<file path="config.mk">
export PLATFORM = sky130hd
export DESIGN_NAME = playlist_controller
export DESIGN_NICKNAME = d
export VERILOG_FILES = /design/src/rtl/playlist_controller.sv
export SDC_FILE = /design/constraint.sdc
export NUM_CORES = 1
export LEC_CHECK = 0
export ABC_AREA = 1
export CAP_MARGIN = 5
export CELL_PAD_IN_SITES_DETAIL_PLACEMENT = 0
export CELL_PAD_IN_SITES_GLOBAL_PLACEMENT = 2
export CORE_UTILIZATION = 38
export CTS_BUF_LIST = sky130_fd_sc_hd__clkbuf_4 sky130_fd_sc_hd__clkbuf_8
export CTS_CLUSTER_SIZE = 24
export DETAILED_ROUTE_END_ITERATION = 12
export PLACE_DENSITY_LB_ADDON = 0.1
export SLEW_MARGIN = 20
export SYNTH_ARGS = -nofsm -noshare
export SYNTH_HDL_FRONTEND = slang
export SYNTH_SLANG_ARGS = --single-unit
</file>
<file path="constraint.sdc">
create_clock -name clk -period 3.75 [get_ports clk]
set_input_delay 0.75 -clock clk [delete_from_list [all_inputs] [get_ports clk]]
set_output_delay 0.75 -clock clk [all_outputs]
set_load 0.005 [all_outputs]
</file>
<file path="src/rtl/playlist_controller.sv">
// Playlist sequencer for the song reader: 4-entry song-ID queue, play/pause/skip
// control, auto-advance on song_done and optional re-queue of finished songs.
module playlist_controller #(
    parameter int unsigned DEPTH  = 4,
    parameter int unsigned SONG_W = 2
) (
    input  logic                     clk,
    input  logic                     reset,
    input  logic                     play_button,
    input  logic                     next_button,
    input  logic                     enqueue,
    input  logic [SONG_W-1:0]        enq_song,
    input  logic                     repeat_mode,
    input  logic                     song_done,
    output logic                     play,
    output logic [SONG_W-1:0]        song,
    output logic                     reset_player,
    output logic [$clog2(DEPTH):0]   queue_count,
    output logic                     queue_empty,
    output logic                     queue_full,
    output logic                     enq_reject
);

    localparam int unsigned PTR_W = $clog2(DEPTH);
    localparam int unsigned CNT_W = PTR_W + 1;

    typedef enum logic [2:0] {
        IDLE,
        LOAD,
        PLAYING,
        PAUSED,
        ADVANCE
    } state_t;

    state_t             state, state_n;
    logic               from_pause, from_pause_n;
    logic [SONG_W-1:0]  mem [DEPTH];
    logic [PTR_W-1:0]   head, tail;
    logic [CNT_W-1:0]   count, count_n;
    logic [SONG_W-1:0]  song_n;
    logic               pop, rpt_push, enq_ok, push;
    logic [SONG_W-1:0]  push_data;
    logic               has_entry;

    assign has_entry = (count != '0);

    always_comb begin
        state_n      = state;
        from_pause_n = from_pause;
        pop          = 1'b0;
        rpt_push     = 1'b0;
        case (state)
            IDLE: begin
                if (play_button && has_entry) begin
                    pop          = 1'b1;
                    from_pause_n = 1'b0;
                    state_n      = LOAD;
                end
            end
            LOAD: state_n = from_pause ? PAUSED : PLAYING;
            PLAYING: begin
                if (song_done || next_button) begin
                    from_pause_n = 1'b0;
                    state_n      = ADVANCE;
                end else if (play_button) begin
                    state_n = PAUSED;
                end
            end
            PAUSED: begin
                if (next_button) begin
                    from_pause_n = 1'b1;
                    state_n      = ADVANCE;
                end else if (play_button) begin
                    state_n = PLAYING;
                end
            end
            ADVANCE: begin
                // Repeat on an empty queue would push and pop the same entry,
                // so the current song is simply kept without touching the FIFO.
                if (repeat_mode) begin
                    rpt_push = has_entry;
                    pop      = has_entry;
                    state_n  = LOAD;
                end else if (has_entry) begin
                    pop     = 1'b1;
                    state_n = LOAD;
                end else begin
                    state_n = IDLE;
                end
            end
            default: state_n = IDLE;
        endcase
    end

    always_comb begin
        enq_ok    = enqueue && !(state == ADVANCE && repeat_mode)
                    && ((count < CNT_W'(DEPTH)) || pop);
        push      = enq_ok || rpt_push;
        push_data = rpt_push ? song : enq_song;
        song_n    = pop ? mem[head] : song;
        count_n   = count;
        if (push && !pop)
            count_n = count + CNT_W'(1);
        else if (pop && !push)
            count_n = count - CNT_W'(1);
    end

    always_ff @(posedge clk or negedge reset) begin
        if (!reset) begin
            state        <= IDLE;
            from_pause   <= 1'b0;
            play         <= 1'b0;
            song         <= '0;
            reset_player <= 1'b0;
            enq_reject   <= 1'b0;
            head         <= '0;
            tail         <= '0;
            count        <= '0;
            queue_count  <= '0;
            queue_empty  <= 1'b1;
            queue_full   <= 1'b0;
        end else begin
            state        <= state_n;
            from_pause   <= from_pause_n;
            play         <= (state_n == PLAYING);
            reset_player <= (state_n == LOAD);
            song         <= song_n;
            enq_reject   <= enqueue && !enq_ok;
            if (pop)
                head <= head + PTR_W'(1);
            if (push)
                tail <= tail + PTR_W'(1);
            count        <= count_n;
            queue_count  <= count_n;
            queue_empty  <= (count_n == '0);
            queue_full   <= (count_n == CNT_W'(DEPTH));
        end
    end

    always_ff @(posedge clk) begin
        if (push)
            mem[tail] <= push_data;
    end

endmodule

</file>
==> results of run 1 <==
[where the power goes]
part	leakage [nW]	switching, W	total (W)	internal [W]
logic	0.445	0.000378	0.000658	0.000280
registers	0.294	0.0000894	0.000490	0.000401
clock network	0.0279	0.0000839	0.000192	0.000108
total	0.767	0.000551	0.00134	0.000789
[cells in the final DEF, fill, tap and decap left out, types with 2 or more instances in the layout]
| cell | count |
|---|---|
| clkbuf_4 | 3 |
| clkdlybuf4s50_1 | 18 |
| dfrtp_1 | 17 |
| edfxtp_1 | 8 |
| ha_1 | 7 |
| inv_1 | 19 |
| inv_2 | 6 |
| nand2_1 | 19 |
| nand2_2 | 6 |
| nand2_4 | 3 |
| nand3_1 | 3 |
| nand3_2 | 2 |
| nand3_4 | 2 |
| nor2_1 | 15 |
| nor2_2 | 2 |
| nor2_4 | 2 |
| nor3_1 | 2 |
| o21ai_0 | 9 |
| o32ai_1 | 2 |
| xnor2_1 | 2 |
| xor2_1 | 2 |
[cell usage after synthesis, drive strengths merged]
| cell type | number | share of area |
|---|---|---|
| xor2 | 2 | 0.013 |
| o21ai | 10 | 0.039 |
| edfxtp | 8 | 0.17 |
| or2 | 1 | 0.0045 |
| nand3 | 7 | 0.050 |
| o32ai | 2 | 0.013 |
| dfrtp | 17 | 0.31 |
| and2 | 1 | 0.0045 |
| o2111ai | 1 | 0.0063 |
| nor2 | 20 | 0.080 |
| nand2 | 28 | 0.10 |
| a21boi | 1 | 0.0054 |
| nor3 | 2 | 0.0072 |
| nand4 | 2 | 0.020 |
| ha | 7 | 0.063 |
| xnor2 | 2 | 0.013 |
| inv | 25 | 0.068 |
| nor4 | 1 | 0.0045 |
| a21oi | 2 | 0.0099 |
| dfstp | 1 | 0.019 |
[state kept, by name, indices dropped and copies added, names as in the netlist]
register and cells:
mem 8, count 3, state 3, head 2, song 2, tail 2
enq_reject 1, from_pause 1, play 1, queue_empty 1, queue_full 1, reset_player 1
[worst min path at each step]
stage / start / to / slack (ps) / cells past startpoint
3_3_place_gp: tail[0]$_DFFE_PN0P_ / tail[0]$_DFFE_PN0P_ / 530 / 1
6_report: tail[0]$_DFFE_PN0P_ / tail[0]$_DFFE_PN0P_ / 540 / 1
3_5_place_dp: tail[0]$_DFFE_PN0P_ / tail[0]$_DFFE_PN0P_ / 530 / 1
2_1_floorplan: reset / count[0]$_DFF_PN0_ / 450 / 0
4_1_cts: tail[0]$_DFFE_PN0P_ / tail[0]$_DFFE_PN0P_ / 550 / 1
5_1_grt: tail[0]$_DFFE_PN0P_ / tail[0]$_DFFE_PN0P_ / 570 / 1
[per-layer routing]
metal	GRT usage	vias to the layer above	wire, microns
met3	0.0219	2	39
li1	-	490	-
met1	0.167	440	1060
met4	0.0523	0	19
met2	0.242	9	1240
met5	0	-	0
[layout make-up]
class | count | area [sq um]
Inverter | 25 | 93.8
Multi-Input combinational cell | 89 | 604
Tap cell | 46 | 57.6
Sequential cell | 26 | 692
Fill cell | 344 | 1740
Clock buffer | 3 | 22.5
Clock inverter | 1 | 30.0
Timing Repair Buffer | 18 | 180
[cell families after synthesis]
family	Yosys count
compound gates	16
xor+xnor	4
fa+ha+maj	7
buf+inv	25
flops	26
simple gates	62
[per-stage QoR]
stage                     power [W]  instance area, sq um
after floorplan            0.000962                  1390
after global placement      0.00115                  1630
after detailed placement    0.00117                  1630
after CTS                   0.00136                  1680
after global routing        0.00147                  1680
final                       0.00134                  1680
==> reports/results.ini, run 1 <==
[grt]
grt_max_degree = 19
grt_pass1_vias = 945
grt_pass1_wl_mm = 4.13
overflow = 0
grt_use_total = 0.137
antenna_found_initial = 0

[logic_synthesis]
ys_warn_count = 0
ys_ff_latch = 26
syn-num-nets = 156
synth-compound-area-share = 0.0729
synthAdderAreaFrac = 0.0630
synth_simple_gate_area_share = 0.274
netlist_area_sq_um = 1390
synth.area.mux_share = 0
yosysSeqAreaShare = 0.498
synth_top_family_by_area = simple AND/OR/NAND/NOR gates
synth_xor_area_frac = 0.0252
synth.avg_cell_area_sq_um = 9.93
ys_types = 31
syn-instance-count = 140

[place]
dp_slack_ps = 1370
numPortBuffers = 18
dp_hpwl_mm = 1.92
placed_cells = 204
gp_congestion = 0.747

[worst_setup_path]
cp.required_ps = 3000
crit_buf_inv = 1
cp.depth = 1
regToRegSetupSlack_ps = 2030
r2r-start = count[1]$_DFF_PN0_
arrival_ps = 1350
startpoint = queue_empty$_DFF_PN1_
cp_slowest_cell = dfstp_2
crit_chain = clkdlybuf4s50_1
endpoint = queue_empty
worst-r2r-cell-count = 11
cp_slowest_stage_delay_ps = 540
cp_max_fo = 1
endpoint_kind = output port
path_delay_family = flip-flops
worstSetupStartpointType = register
path_class = reg -> out
r2r-end = queue_empty$_DFF_PN1_

[run]
maxCapViolations = 0

[cells_and_area]
fin_nets = 179
final_core_util = 0.492
area_delta_synth_final_pct = 20.9
drive_above_1_share = 0.204
layout.cells.non_filler = 208
n_antenna_cell = 0

[timing]
rsz0062_at_grt = false
worst_clock_skew_ps = 11.0
whs_ps = 540
period_minus_slack_ps = 2100
fin_ws_ps = 1650
slew_headroom = 0.430
finalSetupViolCount = 0
min_period_over_period = 0.559
fmax_mhz = 477
slew_viol_final = 0
max_slew.worst_pin.slew_ps = 853
finalHoldViolations = 0
setup-tns-final_ps = 0

[routing]
drt_iter0_markers = 10
wl_per_cell_microns = 11.4
vias = 941
dr.pass1.iters = 2
routed_wl_mm = 2.36
viasPerCell = 4.52
drtAntennaViolNets = 0
drc_errors = 0

[clocking]
root_buffer = clkbuf_4
cts_tree = built
cts.sinks = 26
ctsHoldBuffers = 0
ctsResizeCount = 0
clock_latency_ps = 320
post_cts_buffers = 0
clkTransAtPathRegs_ps = 140
h-tree-depth = 1
ctsLongestPathBuffers = 2
cts_buffers = 3

[min_path]
hold_path.class = reg -> reg

[floorplan]
die-area_sq_um = 3900
dieWidth_microns = 62.5
coreArea_sq_um = 3420
start_util = 0.407
die_y_microns = 62.5
rows = 21
pin_count = 19

[pwr]
ir_drop_mv = 0.321
p_per_area_nw_per_um2 = 798
p_leak_nw = 0.767

[status]
status = complete, no violations

Note: power is estimated with default switching activity, not from simulation.
==> inputs of run 2 (changes only) <==
CORE_UTILIZATION = 35   (was 38)
clock period = 2 ns   (was 3.75 ns; I/O delays follow)
==> run 2 against run 1 <==
Setup slack worse by 1400 ps; worst hold slack worse by 69 ps; non-clock buffer count up 4; die area increased by 8.3%; sequential power grew 87%; final cell count increased by 2.9%; cell area grew 2.1%; flip-flop and latch count stayed put; count of clock-buffer cells in the layout up 1; wire length grew 1.3%; via count rose by 3.8%.
==> reports/results.ini, run 2 (synthesis gave the netlist of run 1 again) <==
[cells_and_area]
layout_common_cells = inv_1, nand2_1, clkdlybuf4s50_1
drive_above_1_share = 0.223
largest_reg_flops = 8
fin_nets = 183
n_antenna_cell = 0
top_regs = mem: 8 flops, count: 3 flops, state: 3 flops
top_register = mem
final_core_util = 0.458
area_delta_synth_final_pct = 23.4

[floorplan]
die-area_sq_um = 4230
die_y_microns = 65.0
rows = 22
dieWidth_microns = 65.0
start_util = 0.371
coreArea_sq_um = 3740
pin_count = 19

[timing]
rsz0062_at_grt = false
worst_clock_skew_ps = 4.41
period_minus_slack_ps = 1700
finalSetupViolCount = 0
setup-tns-final_ps = 0
slew_viol_final = 0
fmax_mhz = 589
finalHoldViolations = 0
max_slew.worst_pin.slew_ps = 459
slew_headroom = 0.691
min_period_over_period = 0.849

[pwr]
p_int_w = 0.00148
p_switching_w = 0.00102
ir_drop_mv = 0.558
power_frac_comb = 0.500
p_per_area_nw_per_um2 = 1460
switching_share = 0.409
clkPwrFrac = 0.134
p_leak_nw = 0.787
seqPwrFrac = 0.366

[clocking]
ctsResizeCount = 0
root_buffer = clkbuf_8
cts_tree = built
clock_latency_ps = 260
ctsHoldBuffers = 0
h-tree-depth = 1
cts_buffers = 3
post_cts_buffers = 0
ctsLongestPathBuffers = 2
clkTransAtPathRegs_ps = 90
cts.sinks = 26

[grt]
overflow = 0
grt_pass1_vias = 1024
grt_max_degree = 19
grt_pass1_wl_mm = 4.28
grt_use_total = 0.132
antenna_found_initial = 0

[worst_setup_path]
cp_max_fo = 6
path_delay_family = compound AO/OA/AOI/OAI gates
crit_chain = inv_1, ha_1, nand2_2, nand4_4, o21ai_0
endpoint_kind = register
worstSetupStartpointType = register
cp_slowest_cell = o21ai_0
crit_buf_inv = 1
path_class = reg -> reg
cp_slowest_stage_delay_ps = 440
arrival_ps = 1710
cp.required_ps = 2010

[min_path]
hold_path.class = in -> async

[place]
dp_hpwl_mm = 1.94
gp_congestion = 0.784
numPortBuffers = 18

[routing]
vias = 977
routed_wl_mm = 2.39
drt_iter0_markers = 15
dr.pass1.iters = 2
wl_per_cell_microns = 11.2
viasPerCell = 4.57
drtAntennaViolNets = 0
drc_errors = 0

[status]
status = complete, no violations

[run]
maxCapViolations = 0

## run 2: cell count changes in the layout (fill, tap and decap cells not counted)
cell / previous run / this run
buf_4: 0 / 4
bufinv_16: 1 / 0
clkbuf_4: 3 / 0
clkbuf_8: 0 / 4
## run 2: through the flow
step	instances	area (sq um)	total power (W)	setup slack [ps]	hold slack [ps]
final	214	1720	0.00250	302	471
after detailed placement	210	1660	0.00221	45.4	533
after global placement	210	1660	0.00218	105	515
after floorplan	140	1390	0.00180	453	104
after CTS	214	1720	0.00255	267	484
after global routing	214	1720	0.00276	166	506
## run 2: worst paths after layout
| path | startpoint | endpoint | slack [ps] | cells past startpoint |
|---|---|---|---|---|
| max | count[0]$_DFF_PN0_ | mem[2][1]$_DFFE_PP_ | 300 | 5 |
| min | reset | song[1]$_DFFE_PN0P_ | 470 | 2 |
| max reg2reg | count[0]$_DFF_PN0_ | mem[2][1]$_DFFE_PP_ | 300 | 5 |
| min reg2reg | tail[0]$_DFFE_PN0P_ | tail[0]$_DFFE_PN0P_ | 540 | 1 |
| max in group asynchronous | reset | queue_empty$_DFF_PN1_ | 1270 | 2 |
| min in group clk | tail[0]$_DFFE_PN0P_ | tail[0]$_DFFE_PN0P_ | 540 | 1 |
## run 2: area by class of cell
| type | count | area [sq um] |
|---|---|---|
| fill | 379 | 2030 |
| inverter | 25 | 93.8 |
| tap | 48 | 60.1 |
| sequential | 26 | 692 |
| clock buffer | 4 | 55.1 |
| multi-input combinational | 89 | 604 |
| timing repair buffer | 22 | 210 |
## run 2: per-layer routing
layer / vias up / track usage / wire length, microns
li1: 500 / - / -
met1: 464 / 0.147 / 1020
met2: 11 / 0.254 / 1290
met3: 2 / 0.0158 / 52
met4: 0 / 0.0489 / 22
met5: - / 0 / 0
## run 2: power by group through the flow
stage	combinational (W)	clock, W	sequential [W]
final	0.00125	0.000334	0.000915
after detailed placement	0.00128	0	0.000930
after global placement	0.00125	0	0.000927
after floorplan	0.000898	0	0.000906
after global routing	0.00144	0.000369	0.000951
after CTS	0.00128	0.000347	0.000919
